### src/rtl/lsu.sv
// lsu: single-outstanding load/store unit between a core request port and a fixed-latency data memory
module lsu #(
    parameter int READ_LAT = 2,
    parameter int ADDR_W   = 14
) (
    input  logic              clk_i,
    input  logic              rst_ni,
    input  logic              req_valid_i,
    output logic              req_ready_o,
    input  logic              req_write_i,
    input  logic [1:0]        req_size_i,
    input  logic              req_sign_i,
    input  logic [31:0]       req_addr_i,
    input  logic [31:0]       req_wdata_i,
    output logic              resp_valid_o,
    output logic [31:0]       resp_rdata_o,
    output logic              resp_err_o,
    output logic [ADDR_W-1:0] mem_addr_o,
    output logic [31:0]       mem_wdata_o,
    output logic [1:0]        mem_size_o,
    output logic              mem_sign_o,
    output logic              mem_write_o,
    input  logic [31:0]       mem_rdata_i
);
    typedef enum logic [1:0] {IDLE, RD, WR, RESP} state_t;
    localparam int CW = $clog2(READ_LAT + 2);
    localparam logic [CW-1:0] LAT = CW'(READ_LAT);

    state_t            state_q, state_d;
    logic [CW-1:0]     cnt_q, cnt_d;
    logic              wr2_q, wr2_d;
    logic              req_ready_q, req_ready_d;
    logic              resp_valid_q, resp_valid_d;
    logic              resp_err_q, resp_err_d;
    logic [31:0]       resp_rdata_q, resp_rdata_d;
    logic [ADDR_W-1:0] mem_addr_q, mem_addr_d;
    logic [31:0]       mem_wdata_q, mem_wdata_d;
    logic [1:0]        mem_size_q, mem_size_d;
    logic              mem_sign_q, mem_sign_d;
    logic              mem_write_q, mem_write_d;
    logic              accept, err;

    assign accept = req_valid_i & req_ready_q;
    assign err = (req_size_i == 2'b11)
               | ((req_size_i == 2'b01) & req_addr_i[0])
               | ((req_size_i == 2'b10) & (|req_addr_i[1:0]))
               | (|req_addr_i[31:ADDR_W]);

    // Next state and next output values; every output is registered from these
    always_comb begin
        state_d      = state_q;
        cnt_d        = cnt_q;
        wr2_d        = wr2_q;
        mem_addr_d   = mem_addr_q;
        mem_wdata_d  = mem_wdata_q;
        mem_size_d   = mem_size_q;
        mem_sign_d   = mem_sign_q;
        mem_write_d  = 1'b0;
        resp_valid_d = 1'b0;
        resp_err_d   = 1'b0;
        resp_rdata_d = '0;
        case (state_q)
            IDLE: if (accept) begin
                cnt_d       = '0;
                wr2_d       = 1'b0;
                mem_addr_d  = req_addr_i[ADDR_W-1:0];
                mem_wdata_d = req_wdata_i;
                mem_size_d  = req_size_i;
                mem_sign_d  = req_sign_i;
                if (err) begin
                    state_d      = RESP;
                    resp_valid_d = 1'b1;
                    resp_err_d   = 1'b1;
                end else if (req_write_i) begin
                    state_d     = WR;
                    mem_write_d = 1'b1;
                end else begin
                    state_d = RD;
                end
            end
            RD: if (cnt_q == LAT) begin
                state_d      = RESP;
                resp_valid_d = 1'b1;
                resp_rdata_d = mem_rdata_i;
            end else begin
                cnt_d = cnt_q + CW'(1);
            end
            WR: if (wr2_q) begin
                state_d      = RESP;
                resp_valid_d = 1'b1;
            end else begin
                wr2_d       = 1'b1;
                mem_write_d = 1'b1;
            end
            default: state_d = IDLE;
        endcase
        req_ready_d = (state_d == IDLE);
    end

    // State and output registers with synchronous active-low reset
    always_ff @(posedge clk_i) begin
        if (!rst_ni) begin
            state_q      <= IDLE;
            cnt_q        <= '0;
            wr2_q        <= 1'b0;
            req_ready_q  <= 1'b0;
            resp_valid_q <= 1'b0;
            resp_err_q   <= 1'b0;
            resp_rdata_q <= '0;
            mem_addr_q   <= '0;
            mem_wdata_q  <= '0;
            mem_size_q   <= '0;
            mem_sign_q   <= 1'b0;
            mem_write_q  <= 1'b0;
        end else begin
            state_q      <= state_d;
            cnt_q        <= cnt_d;
            wr2_q        <= wr2_d;
            req_ready_q  <= req_ready_d;
            resp_valid_q <= resp_valid_d;
            resp_err_q   <= resp_err_d;
            resp_rdata_q <= resp_rdata_d;
            mem_addr_q   <= mem_addr_d;
            mem_wdata_q  <= mem_wdata_d;
            mem_size_q   <= mem_size_d;
            mem_sign_q   <= mem_sign_d;
            mem_write_q  <= mem_write_d;
        end
    end

    assign req_ready_o  = req_ready_q;
    assign resp_valid_o = resp_valid_q;
    assign resp_err_o   = resp_err_q;
    assign resp_rdata_o = resp_rdata_q;
    assign mem_addr_o   = mem_addr_q;
    assign mem_wdata_o  = mem_wdata_q;
    assign mem_size_o   = mem_size_q;
    assign mem_sign_o   = mem_sign_q;
    assign mem_write_o  = mem_write_q;
endmodule

### config.mk
export PLATFORM = sky130hd
export DESIGN_NAME = lsu
export DESIGN_NICKNAME = d
export VERILOG_FILES = /design/src/rtl/lsu.sv
export SDC_FILE = /design/constraint.sdc
export NUM_CORES = 1
export LEC_CHECK = 0
export ABC_AREA = 1
export CAP_MARGIN = 20
export CORE_MARGIN = 2
export CORE_UTILIZATION = 39
export DETAILED_ROUTE_END_ITERATION = 16
export PLACE_DENSITY = 0.84
export SYNTH_ARGS = -nofsm -noshare
export SYNTH_HDL_FRONTEND = slang
export SYNTH_SLANG_ARGS = --single-unit
export TNS_END_PERCENT = 30
### constraint.sdc
create_clock -name clk_i -period 2.4 [get_ports clk_i]
set_input_delay 0.48 -clock clk_i [delete_from_list [all_inputs] [get_ports clk_i]]
set_output_delay 0.48 -clock clk_i [all_outputs]
set_load 0.01 [all_outputs]
==> run metrics, run 1 <==
post-synth top area share 0.5960; Worst Path Class, Setup input port to flip-flop; setup_tns 0 ns; CTS Buf Count 9; initial antenna violation count 0; Iter 0 DRT Violations between 100 and 150; syn nets just under 500; min-delay src wr2_q; clock root buffer clkbuf_8; number of I/O port buffers approximately 190; Slew headroom 0.4484; status finished clean; EDFF count, synth 0; Pwr Total just over 4 mW; clk buf depth 2; FMAX approximately 0.58 GHz; final period utilization 0.7226; Slowest Stage Delay on Critical Path 0.61 ns; GRT Util Overall 0.1995; dpl hpwl ~6400 um; CTS resizes 0; sequential cell area fraction in the yosys report 0.5960; Reg clk slew, reported paths about 0.08 ns; RSZ-0062 raised after global routing false; # IOs between 150 and 200; distinct cell type count after synthesis 17; CTS Hold Buffers Added 0; Vias per Instance roughly 4.5; GPL Wtd Cong around 0.75; Leak Pwr roughly 2.3 nW; critical path cell sequence clkdlybuf4s50_1 -> nand2_1 -> nor3_4 -> inv_2 -> nor2_1 -> o21a_1; critical path's top delay family buffers and inverters; Area growth, synth to finish 72.35%; global-route wire length before repair roughly 14000 um; core area approximately 7600 sq um; DR pass1 iterations 4; Clock Latency Late Sink 0.34 ns; MaxCap Viol Count 0; Hold Crit Depth 2; min cycle time layout roughly 1.7 ns; DR vias 3022; post-CTS setup buffer count 0; CP arrival about 2.0 ns; CTS tree built; Post-Route WL between 8000 and 9000 um; H-tree depth 3; die outline width 92.04 um; post-synth top area cell dfxtp_1; Buf+Inv Stages, Crit Path 2; wire per inst between 10 and 15 um; share of cells above drive strength 1 0.04007; Crit. Startpoint req_valid_i; CP endpoint kind flip-flop; initial core utilization 0.3974; Worst Path Max Fanout 50; FP Rows 32; clk_skew 0.007266 ns; Die Ht 92.04 um; gr ovfl total 0; startpoint types input port; largest net degree at the start of global routing between 50 and 60; dominant synthesized flop cell dfxtp_1; Sinks on Clock Net 90; ys async rst share 0; Reg2Reg Depth 4; post-route ant nets 0; VDD IR-drop max 467.6 uV; yosys warns 0; CP required 2.63 ns; cell count after synthesis between 300 and 400; Worst Max-Slew Pin Slew ~0.83 ns; nets between 600 and 700; Filler cells between 600 and 700; slowest CP cell inv_2; DRC viols 0; Worst path depth 6; RR Startpoint state_q[1]; Syn Area/Cell 7.872 sq um; Min-Delay Path Class flip-flop to flip-flop; vias in the first global route ~3100; final setup fails 0; Final Max Tran Viols 0; diode count 0; Seq cells post-synth 90; Cell Pwr Density roughly 790 nW/um^2; final hold vios 0; Die Footprint ~8500 sq um; Synth area leaders dfxtp_1 60%, nor2_1 18%, o21ai_0 8.6%; cell area after synthesis around 3000 sq um
-- synthesized netlist by cell type, types with 3 or more instances --
library cell / count
o21ai_0: 52
buf_2: 3
nand2_1: 16
clkbuf_2: 5
clkbuf_1: 10
inv_1: 44
nand3_1: 3
nor2_1: 147
dfxtp_1: 90
a21oi_1: 7
-- kinds of logic (layout without fill, tap and decap cells) --
logic type / after synthesis / after routing / synth area share
AND/OR/NAND/NOR: 168 / 168 / 0.2144
buffers and inverters: 63 / 253 / 0.08154
AO/OA/AOI/OAI: 62 / 62 / 0.1039
adder cells (fa/ha/maj): 1 / 1 / 0.004138
flip-flops: 90 / 90 / 0.5960
-- cell type report --
class | instances | area [sq um] | area share
clock buffers | 10 | 137.6 | 0.02642
clock inverters | 6 | 90.09 | 0.01729
inverters | 45 | 168.9 | 0.03242
multi-input cells | 231 | 974.7 | 0.1871
flip-flops and latches | 90 | 1802 | 0.3458
well taps | 102 | 127.6 | 0.02450
repair buffers | 192 | 1909 | 0.3665
-- worst min-delay path, stage by stage (launching register included) --
cell and delay, ns:
dfxtp_1 0.33, nand2_1 0.06, a21oi_1 0.05
-- stage by stage --
stage	utilization	cells	hold WS, ns	area (sq um)	setup WS, ns
CTS	0.6849	676	0.4868	5210	0.6332
global route	0.6849	676	0.5193	5210	0.5780
finish	0.6849	676	0.4872	5210	0.6657
floorplan	-	384	0.4495	3023	1.068
global placement	0.6549	660	0.4615	4982	0.3125
detailed placement	0.6549	660	0.4740	4982	0.2999
-- cells in the final DEF (no fill, tap or decap) --
master           count
ha_1                 1
o21a_1               1
nand3_1              3
dfxtp_1             90
nor2_1             147
inv_1               44
clkinvlp_4           1
a31oi_1              1
nand2_1             16
clkinv_2             1
clkdlybuf4s50_1    187
o21ai_1              1
bufinv_16            2
a21oi_1              7
inv_2                1
buf_4                5
nor3_1               1
o21ai_0             52
clkbuf_8            10
nor3_4               1
clkinv_4             2
-- metal layers --
layer	global-route usage	up-vias	wire, um
met5	0	-	0
met4	0.08582	0	203
met3	0.07477	19	846
met2	0.3689	121	4373
met1	0.1984	1347	3101
li1	-	1535	-
-- power by group --
| part | total, mW | internal (mW) | switching [mW] |
|---|---|---|---|
| sequential | 1.83 | 1.71 | 0.115 |
| combinational | 1.13 | 0.608 | 0.522 |
| clock | 1.14 | 0.617 | 0.521 |
-- worst paths after layout --
path,endpoint,slack [ns]
worst max-delay path,mem_write_o,0.67
worst min register to register,wr2_q,0.49
worst max register to register,mem_write_o,0.86
worst min-delay path,wr2_q,0.49
-- registers in the layout, summed over array words and instances (netlist names), 2 cells and up --
register	cells
state_q	2
cnt_q	2
mem_addr_o	14
resp_rdata_o	32
mem_size_o	2
mem_wdata_o	32
Note: power is estimated with default switching activity, not from simulation.
==> run 2: changes to the inputs <==
- CORE_UTILIZATION: 39 -> 33
- PLACE_DENSITY: 0.84 -> 0.76
- clock period: 2.4 -> 1.4 ns (I/O delays scaled with it)
==> run metrics, run 2 (synthesized netlist as in run 1, its figures left out) <==
CTS resizes 85 (+85); Vias per Instance 4.397 (-1.6%); Pwr Total 6.919 mW (+69%); final period utilization 0.9168; nets 678 (+0.74%); FMAX slightly below 0.8 GHz; post-CTS setup buffer count 0 (unchanged); Slew headroom 0.8408 (+0.3924); final cell count without fillers 687 (+1.6%); CP arrival 1.56 ns (-0.41 ns); clock root buffer clkbuf_8; startpoint types input port; clk_skew 0.01349 ns (+0.006225 ns); Leak Pwr 2.682 nW (+19%); wire per inst 12.66 um (+0.36%); DR pass1 iterations 4 (unchanged); final setup fails 0 (unchanged); # IOs 188 (unchanged); Cell Area, Placed 5065 sq um (+1.7%); Util after Layout 0.5902 (-0.09464); initial antenna violation count 0 (unchanged); global-route wire length before repair 14110 um (+4.0%); Reg clk slew, reported paths 0.09 ns (about the same); CTS Hold Buffers Added 0 (unchanged); min cycle time layout 1.283 ns; FP Rows 34 (+6.3%); multi-input logic area 980.9 sq um (+0.64%); Die Footprint 9942 sq um (+17%); leading cell type in the layout, fill and taps excluded nor2_1; RSZ-0062 raised after global routing false; Final Max Tran Viols 0 (unchanged); gr ovfl total 0 (unchanged); VDD IR-drop max 591.4 uV (+26%); Cell Pwr Density 1331 nW/um^2 (+69%); CTS tree built; Die Ht 99.71 um (+8.3%); CP required 1.68 ns (-0.95 ns); Area growth, synth to finish 71.94%; Post-Route WL 8694 um (+2.0%); H-tree depth 3 (unchanged); Worst Path Max Fanout 28 (-44%); Iter 0 DRT Violations 96 (-17%); MaxCap Viol Count 0 (unchanged); commonest non-fill, non-tap cells in the layout 146 x nor2_1, 102 x clkdlybuf4s50_1, 90 x dfxtp_1, 85 x dlygate4sd2_1, 52 x o21ai_0; DRC viols 0 (unchanged); initial core utilization 0.3433 (-0.05409); Clock Latency Late Sink 0.35 ns (about the same); Filler cells 832 (+36%); largest net degree at the start of global routing 35 (-31%); status finished clean; GRT Util Overall 0.1769 (-0.02257); Register Area 1802 sq um (unchanged); die outline width 99.71 um (+8.3%); Worst Path Class, Setup input port to flip-flop; post-route ant nets 0 (unchanged); final instance area 5197 sq um (-0.24%); diode count 0 (unchanged); Min-Delay Path Class input port to flip-flop; share of cells above drive strength 1 0.05181 (+0.01174); CTS Buf Count 9 (unchanged); vias in the first global route 3058 (-0.098%); final hold vios 0 (unchanged); CP endpoint kind flip-flop; DR vias 3021 (-0.033%); Cell Count Post-Placement 671 (+1.7%); Worst Max-Slew Pin Slew 0.2388 ns (-0.5874 ns); GPL Wtd Cong 0.8192 (+9.2%); dpl hpwl 6563 um (+2.9%); clk buf depth 2 (unchanged); core area 8806 sq um (+16%); Sinks on Clock Net 90 (unchanged); number of I/O port buffers 187 (unchanged)
[run 2: changes by cell type in the layout (fill, tap and decap cells not counted), sizes merged]
| cell | before | now |
|---|---|---|
| clkinvlp | 1 | 0 |
| inv | 45 | 47 |
| clkdlybuf4s50 | 187 | 102 |
| dlygate4sd2 | 0 | 85 |
| buf | 5 | 10 |
| clkinv | 3 | 2 |
[run 2: final cells by class]
type / count / share of cell area
Multi-Input combinational cell: 231 / 0.1887
Clock inverter: 6 / 0.01830
Inverter: 45 / 0.03250
Clock buffer: 10 / 0.02648
Tap cell: 108 / 0.02600
Sequential cell: 90 / 0.3467
Timing Repair Buffer: 197 / 0.3613
[run 2: per-layer routing]
layer	share of wire	GRT usage
met1	0.40	0.1974
met2	0.49	0.3103
met3	0.077	0.05622
met4	0.030	0.07482
met5	0	0
[run 2: stage by stage]
step	hold WS [ns]	TNS, ns	setup WS (ns)
detailed placement	0.4730	-8.747	-0.2134
global placement	0.4599	-7.731	-0.1699
finish	0.4434	0	0.1165
floorplan	0.3922	0	0.1648
CTS	0.4218	0	0.1070
global route	0.4364	0	0.03322
[run 2: critical path: stages]
cell and delay (ns):
clkdlybuf4s50_1 0.46, nand2_1 0.08, nor3_4 0.17, buf_4 0.19, buf_12 0.16, o21ai_0 0.09, a21oi_1 0.13
[run 2: power by group]
group,internal [mW],switching [mW],total (mW)
clock,1.07,0.931,2.00
sequential,2.94,0.180,3.12
combinational,0.880,0.916,1.80
total,4.89,2.03,6.92
[run 2: worst paths after layout]
check	from	cells past startpoint	slack (ns)	end
worst min-delay path	mem_rdata_i[7]	3	0.44	resp_rdata_o[7]
worst max register to register	state_q[1]	5	0.14	mem_addr_o[0]
worst min register to register	cnt_q[0]	2	0.48	cnt_q[0]
worst max-delay path	req_valid_i	7	0.12	mem_addr_o[0]
